## src/rtl/control_unit.sv

```systemverilog
// ============================================================================
//  Module      : control_unit
//  Description : Multicycle Moore control FSM for the MIPS-subset datapath.
//                Sequences fetch, decode, execute, memory and write-back
//                steps and drives every write strobe and mux select.
//                Optional macro CTRL_OVF_EXC_EN: when defined, an ULA
//                overflow in add/sub/addi raises an exception (cause 1)
//                instead of writing back the wrapped result.
//  Revision    : 1.0 - initial release
// ============================================================================
`default_nettype none

module control_unit #(
    parameter int          MEM_WAIT   = 2,
    parameter logic [31:0] EXC_VECTOR = 32'h0000_00FC,
    parameter logic [31:0] SP_INIT    = 32'd227
) (
    input  logic       clk,
    input  logic       reset,
    input  logic [5:0] opcode,
    input  logic [5:0] funct,
    input  logic       Overflow,
    input  logic       Igual,
    output logic       PC_write,
    output logic       A_write,
    output logic       B_write,
    output logic       ALUOut_write,
    output logic       MDR_write,
    output logic       IRWrite,
    output logic       EPC_write,
    output logic       RegWrite,
    output logic       MemWrite,
    output logic       IorD,
    output logic       seletor_ulaA,
    output logic [1:0] seletor_ulaB,
    output logic [2:0] Seletor,
    output logic [2:0] ShiftOP,
    output logic [1:0] RegDst,
    output logic [2:0] MemToReg,
    output logic [2:0] PCSource,
    output logic       exc_cause
);

    // Configuration sanity: memory needs at least one wait cycle, the handler
    // address must be word aligned, and the reset stack must not sit on it.
    if (MEM_WAIT < 1 || EXC_VECTOR[1:0] != 2'b00 || SP_INIT == EXC_VECTOR) begin : g_bad_config
        $error("control_unit: invalid MEM_WAIT / EXC_VECTOR / SP_INIT");
    end

    localparam int             CW       = (MEM_WAIT < 1) ? 1 : $clog2(MEM_WAIT + 1);
    localparam logic [CW-1:0]  CNT_LAST = CW'(MEM_WAIT);

    localparam logic [4:0] ST_RESET   = 5'd0;
    localparam logic [4:0] ST_FETCH   = 5'd1;
    localparam logic [4:0] ST_DECODE  = 5'd2;
    localparam logic [4:0] ST_EXEC_R  = 5'd3;
    localparam logic [4:0] ST_WB_R    = 5'd4;
    localparam logic [4:0] ST_SH_LOAD = 5'd5;
    localparam logic [4:0] ST_SH_OP   = 5'd6;
    localparam logic [4:0] ST_WB_SH   = 5'd7;
    localparam logic [4:0] ST_JR      = 5'd8;
    localparam logic [4:0] ST_EXEC_I  = 5'd9;
    localparam logic [4:0] ST_WB_I    = 5'd10;
    localparam logic [4:0] ST_ADDR    = 5'd11;
    localparam logic [4:0] ST_MEM_RD  = 5'd12;
    localparam logic [4:0] ST_WB_LW   = 5'd13;
    localparam logic [4:0] ST_MEM_WR  = 5'd14;
    localparam logic [4:0] ST_BR      = 5'd15;
    localparam logic [4:0] ST_JMP     = 5'd16;
    localparam logic [4:0] ST_EXC     = 5'd17;

    localparam logic [5:0] OP_RTYPE = 6'h00;
    localparam logic [5:0] OP_ADDI  = 6'h08;
    localparam logic [5:0] OP_LW    = 6'h23;
    localparam logic [5:0] OP_SW    = 6'h2b;
    localparam logic [5:0] OP_BEQ   = 6'h04;
    localparam logic [5:0] OP_BNE   = 6'h05;
    localparam logic [5:0] OP_J     = 6'h02;

    localparam logic [5:0] FN_ADD = 6'h20;
    localparam logic [5:0] FN_SUB = 6'h22;
    localparam logic [5:0] FN_AND = 6'h24;
    localparam logic [5:0] FN_SLL = 6'h00;
    localparam logic [5:0] FN_SRL = 6'h02;
    localparam logic [5:0] FN_JR  = 6'h08;

    logic [4:0]    state;
    logic [4:0]    next_state;
    logic [CW-1:0] wait_cnt;
    logic [CW-1:0] wait_cnt_next;
    logic          cause_next;
    logic          wait_done;

    assign wait_done = (wait_cnt == CNT_LAST);

    // State, wait counter and exception cause registers.
    always_ff @(posedge clk) begin
        if (reset) begin
            state     <= ST_RESET;
            wait_cnt  <= '0;
            exc_cause <= 1'b0;
        end else begin
            state     <= next_state;
            wait_cnt  <= wait_cnt_next;
            exc_cause <= cause_next;
        end
    end

    // Next-state logic; opcode/funct come from IR, which is stable after fetch.
    always_comb begin
        next_state    = state;
        cause_next    = exc_cause;
        wait_cnt_next = '0;
        case (state)
            ST_RESET: next_state = ST_FETCH;
            ST_FETCH: begin
                if (wait_done) next_state = ST_DECODE;
                else           wait_cnt_next = wait_cnt + 1'b1;
            end
            ST_DECODE: begin
                case (opcode)
                    OP_RTYPE: begin
                        case (funct)
                            FN_ADD, FN_SUB, FN_AND: next_state = ST_EXEC_R;
                            FN_SLL, FN_SRL:         next_state = ST_SH_LOAD;
                            FN_JR:                  next_state = ST_JR;
                            default: begin
                                next_state = ST_EXC;
                                cause_next = 1'b0;
                            end
                        endcase
                    end
                    OP_ADDI:        next_state = ST_EXEC_I;
                    OP_LW, OP_SW:   next_state = ST_ADDR;
                    OP_BEQ, OP_BNE: next_state = ST_BR;
                    OP_J:           next_state = ST_JMP;
                    default: begin
                        next_state = ST_EXC;
                        cause_next = 1'b0;
                    end
                endcase
            end
`ifdef CTRL_OVF_EXC_EN
            ST_EXEC_R: begin
                if (Overflow && funct != FN_AND) begin
                    next_state = ST_EXC;
                    cause_next = 1'b1;
                end else begin
                    next_state = ST_WB_R;
                end
            end
            ST_EXEC_I: begin
                if (Overflow) begin
                    next_state = ST_EXC;
                    cause_next = 1'b1;
                end else begin
                    next_state = ST_WB_I;
                end
            end
`else
            ST_EXEC_R: next_state = ST_WB_R;
            ST_EXEC_I: next_state = ST_WB_I;
`endif
            ST_SH_LOAD: next_state = ST_SH_OP;
            ST_SH_OP:   next_state = ST_WB_SH;
            ST_ADDR:    next_state = (opcode == OP_LW) ? ST_MEM_RD : ST_MEM_WR;
            ST_MEM_RD: begin
                if (wait_done) next_state = ST_WB_LW;
                else           wait_cnt_next = wait_cnt + 1'b1;
            end
            default:    next_state = ST_FETCH;
        endcase
    end

`ifndef CTRL_OVF_EXC_EN
    // Overflow has no effect when overflow exceptions are disabled.
    logic unused_overflow;
    assign unused_overflow = Overflow;
`endif

    // Moore output decode; only the branch strobe looks at Igual.
    always_comb begin
        PC_write     = 1'b0;
        A_write      = 1'b0;
        B_write      = 1'b0;
        ALUOut_write = 1'b0;
        MDR_write    = 1'b0;
        IRWrite      = 1'b0;
        EPC_write    = 1'b0;
        RegWrite     = 1'b0;
        MemWrite     = 1'b0;
        IorD         = 1'b0;
        seletor_ulaA = 1'b0;
        seletor_ulaB = 2'b00;
        Seletor      = 3'b000;
        ShiftOP      = 3'b000;
        RegDst       = 2'b00;
        MemToReg     = 3'b000;
        PCSource     = 3'b000;
        case (state)
            ST_RESET: begin
                RegWrite = 1'b1;
                RegDst   = 2'b10;
                MemToReg = 3'b011;
            end
            ST_FETCH: begin
                seletor_ulaB = 2'b01;
                Seletor      = 3'b001;
                if (wait_done) begin
                    IRWrite  = 1'b1;
                    PC_write = 1'b1;
                end
            end
            ST_DECODE: begin
                A_write      = 1'b1;
                B_write      = 1'b1;
                ALUOut_write = 1'b1;
                seletor_ulaB = 2'b11;
                Seletor      = 3'b001;
            end
            ST_EXEC_R: begin
                seletor_ulaA = 1'b1;
                ALUOut_write = 1'b1;
                case (funct)
                    FN_SUB:  Seletor = 3'b010;
                    FN_AND:  Seletor = 3'b011;
                    default: Seletor = 3'b001;
                endcase
            end
            ST_WB_R: begin
                RegDst   = 2'b01;
                RegWrite = 1'b1;
            end
            ST_SH_LOAD: ShiftOP = 3'b001;
            ST_SH_OP:   ShiftOP = (funct == FN_SRL) ? 3'b011 : 3'b010;
            ST_WB_SH: begin
                RegDst   = 2'b01;
                MemToReg = 3'b010;
                RegWrite = 1'b1;
            end
            ST_JR: begin
                PC_write = 1'b1;
                PCSource = 3'b011;
            end
            ST_EXEC_I, ST_ADDR: begin
                seletor_ulaA = 1'b1;
                seletor_ulaB = 2'b10;
                Seletor      = 3'b001;
                ALUOut_write = 1'b1;
            end
            ST_WB_I: RegWrite = 1'b1;
            ST_MEM_RD: begin
                IorD      = 1'b1;
                MDR_write = wait_done;
            end
            ST_WB_LW: begin
                MemToReg = 3'b001;
                RegWrite = 1'b1;
            end
            ST_MEM_WR: begin
                IorD     = 1'b1;
                MemWrite = 1'b1;
            end
            ST_BR: begin
                seletor_ulaA = 1'b1;
                Seletor      = 3'b111;
                PCSource     = 3'b001;
                PC_write     = (opcode == OP_BEQ) ? Igual : ~Igual;
            end
            ST_JMP: begin
                PC_write = 1'b1;
                PCSource = 3'b010;
            end
            ST_EXC: begin
                seletor_ulaB = 2'b01;
                Seletor      = 3'b010;
                EPC_write    = 1'b1;
                PC_write     = 1'b1;
                PCSource     = 3'b100;
            end
            default: ;
        endcase
    end

endmodule

`default_nettype wire
```

## config.mk

```make
export PLATFORM = sky130hd
export DESIGN_NAME = control_unit
export DESIGN_NICKNAME = d
export VERILOG_FILES = /design/src/rtl/control_unit.sv
export SDC_FILE = /design/constraint.sdc
export NUM_CORES = 1
export LEC_CHECK = 0
export BUFFER_PORTS_ARGS = -buffer_cell sky130_fd_sc_hd__buf_2
export CAP_MARGIN = 10
export CORE_ASPECT_RATIO = 1.1
export CORE_MARGIN = 2
export CORE_UTILIZATION = 30
export CTS_CLUSTER_DIAMETER = 50
export CTS_CLUSTER_SIZE = 40
export DETAILED_ROUTE_END_ITERATION = 10
export PLACE_DENSITY = 0.55
export SETUP_SLACK_MARGIN = 0.2
export SLEW_MARGIN = 0
export SYNTH_ARGS = -nofsm -noshare
export SYNTH_HDL_FRONTEND = slang
export SYNTH_SLANG_ARGS = --single-unit
```

## constraint.sdc

```tcl
create_clock -name clk -period 1.4 [get_ports clk]
set_input_delay 0 -clock clk [delete_from_list [all_inputs] [get_ports clk]]
set_output_delay 0 -clock clk [all_outputs]
set_load 0.01 [all_outputs]
```

==> flow_summary.yaml <==
detailed_routing:
  drtAntennaViolNets: 0
  routed_wl_microns: 4890
  vias_per_cell: 5.41
  first_pass_iters: 4
  avgRoutedWirePerCell_microns: 16.4
  drc: 0
  vias: 1613
  drtIter0Drc: 62
power_and_ir_drop:
  switching_share_pct: 35.4
  seqPwrFrac_pct: 18.8
  pwr-share-comb_pct: 56.7
  internal-power_mw: 0.755
  power.density_mw_per_mm2: 484
  power_frac_clock_pct: 24.5
  ir_drop_mv: 0.220
  cellLeakagePower_nw: 1.03
  power.switching_mw: 0.414
grt:
  grt_usage_pct: 20.7
  grt_pass1_vias: 1430
  grt_max_degree: 14
  overflow: 0
  grt_pass1_wl_microns: 6500
  antenna_found_initial: 0
timing:
  timing.final.hold_violations: 0
  relSlewSlack_pct: 61.1
  fin_crit_ps: 1510
  clock-skew-final_ps: 4.51
  clock.fmax_mhz: 662
  setup_viol: 23
  fin_crit_sh_pct: 108
  setup_ws_ps: -111
  final_max_slew_viol_count: 0
  tns_ps: -1060
  tightest_slew_ps: 569
  rsz0062_at_grt: "true"
  timing.hold.ws_ps: 145
logic_synthesis:
  synth_edf_count: 0
  ys_seq_elements: 7
  async_flop_share_pct: 0
  post_synth.cell_area_avg_sq_um: 6.94
  synth_area_sq_mm: 0.00111
  ys_types: 55
  ys_seq_area_share_pct: 12.6
  synthFlopType: "dfxtp_1"
  netlist_instances: 160
  ys_warn_count: 0
cells_and_area:
  fillers: 274
  nets: 266
  n_antenna_cell: 0
  layout_commonest_cell: "buf_6"
  area_growth_pct: 118
  layout_common_cells: "buf_6 (37), buf_2 (30), buf_4 (25), nor2_1 (10), nor2_4 (7)"
  drive_gt1_share_pct: 73.0
clock_tree:
  clock_path_buffers: 2
  clock-sinks: 7
  clock_latency_ps: 230
  cts_tree: "built"
  clkSlewWorstSetupHoldPaths_ps: 40
  ctsRootBufferMaster: "clkbuf_8"
  cts_made_buffers: 3
  h-tree-depth: 1
floorplan:
  core_sq_mm: 0.00360
  rows: 23
  initial_utilization_pct: 30.9
  die_h_microns: 67.8
  die_w_microns: 62.0
  pin_count: 44
  dieArea_sq_mm: 0.00420
placement:
  port_buffers: 39
  post-dp-hpwl_microns: 2870
  place_congestion: 0.769
setup_path:
  end_kind: "register"
  crit_fanout: 3
  crit_required_ps: 1520
  startpoint_type: "register"
  crit_type: "reg2reg"
  worst-endpoint-arrival_ps: 1630
outcome:
  outcome: "complete, but fails checks"
  failed_checks: "negative setup slack"
run:
  drv_cap: 0
min_path:
  hold_path.class: "in2reg"
[synthesized netlist by cell type (2+ instances only)]
| master | count | area [sq um] |
|---|---|---|
| nand2_1 | 7 | 26.3 |
| inv_1 | 7 | 26.3 |
| and3_1 | 5 | 31.3 |
| clkbuf_1 | 3 | 11.3 |
| o31ai_1 | 2 | 15.0 |
| a31oi_1 | 3 | 18.8 |
| nor2_1 | 20 | 75.1 |
| dfxtp_1 | 7 | 140 |
| nor2b_1 | 6 | 37.5 |
| buf_2 | 6 | 30.0 |
| buf_4 | 6 | 45.0 |
| a21oi_1 | 12 | 60.1 |
| nor4b_2 | 2 | 30.0 |
| or3_1 | 2 | 12.5 |
| buf_6 | 2 | 22.5 |
| a311oi_1 | 3 | 26.3 |
| nor3_1 | 10 | 50.1 |
| o21a_1 | 2 | 15.0 |
| nor3b_1 | 3 | 22.5 |
| o22ai_1 | 2 | 12.5 |
| nand3_1 | 6 | 30.0 |
| and2_1 | 5 | 31.3 |
| xnor2_1 | 2 | 17.5 |
| o21ai_0 | 4 | 20.0 |
| a211oi_1 | 3 | 22.5 |
[power groups by stage]
stage / clock network (mW) / logic (mW) / registers [mW]
floorplan: 0 / 0.247 / 0.223
global placement: 0 / 0.402 / 0.224
detailed placement: 0 / 0.402 / 0.225
CTS: 0.288 / 0.508 / 0.217
global route: 0.304 / 0.706 / 0.221
finish: 0.286 / 0.662 / 0.220
[cell type report]
| cell class | count | area, sq um | share of cell area (%) |
|---|---|---|---|
| clock buffers | 4 | 45.0 | 1.86 |
| inverters | 7 | 31.3 | 1.29 |
| repair buffers | 99 | 890 | 36.8 |
| flip-flops and latches | 7 | 160 | 6.63 |
| multi-input cells | 131 | 1230 | 50.8 |
| well taps | 50 | 62.6 | 2.59 |
[layer usage]
layer / share of wire [%] / vias up / GRT usage, %
li1: - / 766 / -
met1: 41 / 778 / 25.5
met2: 52 / 53 / 36.6
met3: 3.2 / 16 / 2.30
met4: 3.0 / 0 / 6.65
met5: 0 / - / 0
[cells by family after synthesis]
logic type | count (synthesis) | synth area share (%)
AND/OR/NAND/NOR | 76 | 39.8
AO/OA/AOI/OAI | 46 | 29.7
buffers and inverters | 24 | 12.2
flip-flops | 7 | 12.6
XOR/XNOR | 3 | 2.37
multiplexers | 2 | 1.92
adder cells (fa/ha/maj) | 1 | 1.13
other | 1 | 0.338
[sequential cells by signal, indices dropped and copies added, names as in the netlist]
signal    count
wait_cnt      2
state         5
[worst max-delay path, cell delays in order (launching register included)]
cell and delay (ps):
dfxtp_2 320, inv_2 40, ha_4 150, or3_4 390
a21oi_4 190, o31ai_1 110, a32o_1 200
[repair_timing]
action                                  in CTS  in global routing
hold buffers                                 1                  0
setup buffers                               11                 12
gates resized for setup                     77                 54
pin swaps                                   29                 25
cloned                                       1                  2
hold endpoints to repair                     1                  0
endpoints found under the setup margin      32                 32
[path summary, 6_finish.rpt]
| kind | from | endpoint | slack (ps) | cells past startpoint |
|---|---|---|---|---|
| worst min register to register | wait_cnt[0] | wait_cnt[0] | 400 | 1 |
| worst min-delay path | opcode[4] | state[4] | 150 | 2 |
| worst max register to register | wait_cnt[0] | state[3] | -110 | 6 |
| worst max-delay path | wait_cnt[0] | state[3] | -110 | 6 |
[per-stage QoR]
| step | setup slack [ps] | std cells | util (%) | cell area (sq um) | total power, mW |
|---|---|---|---|---|---|
| 4_1_cts | -117 | 284 | 56.0 | 2020 | 1.01 |
| 3_3_place_gp | -71.5 | 267 | 43.9 | 1580 | 0.626 |
| 6_report | -111 | 298 | 67.2 | 2420 | 1.17 |
| 5_1_grt | -166 | 298 | 67.2 | 2420 | 1.23 |
| 3_5_place_dp | -62.4 | 267 | 43.9 | 1580 | 0.627 |
| 2_1_floorplan | -25.4 | 162 | - | 1190 | 0.470 |
Note: power is estimated with default switching activity, not from simulation.
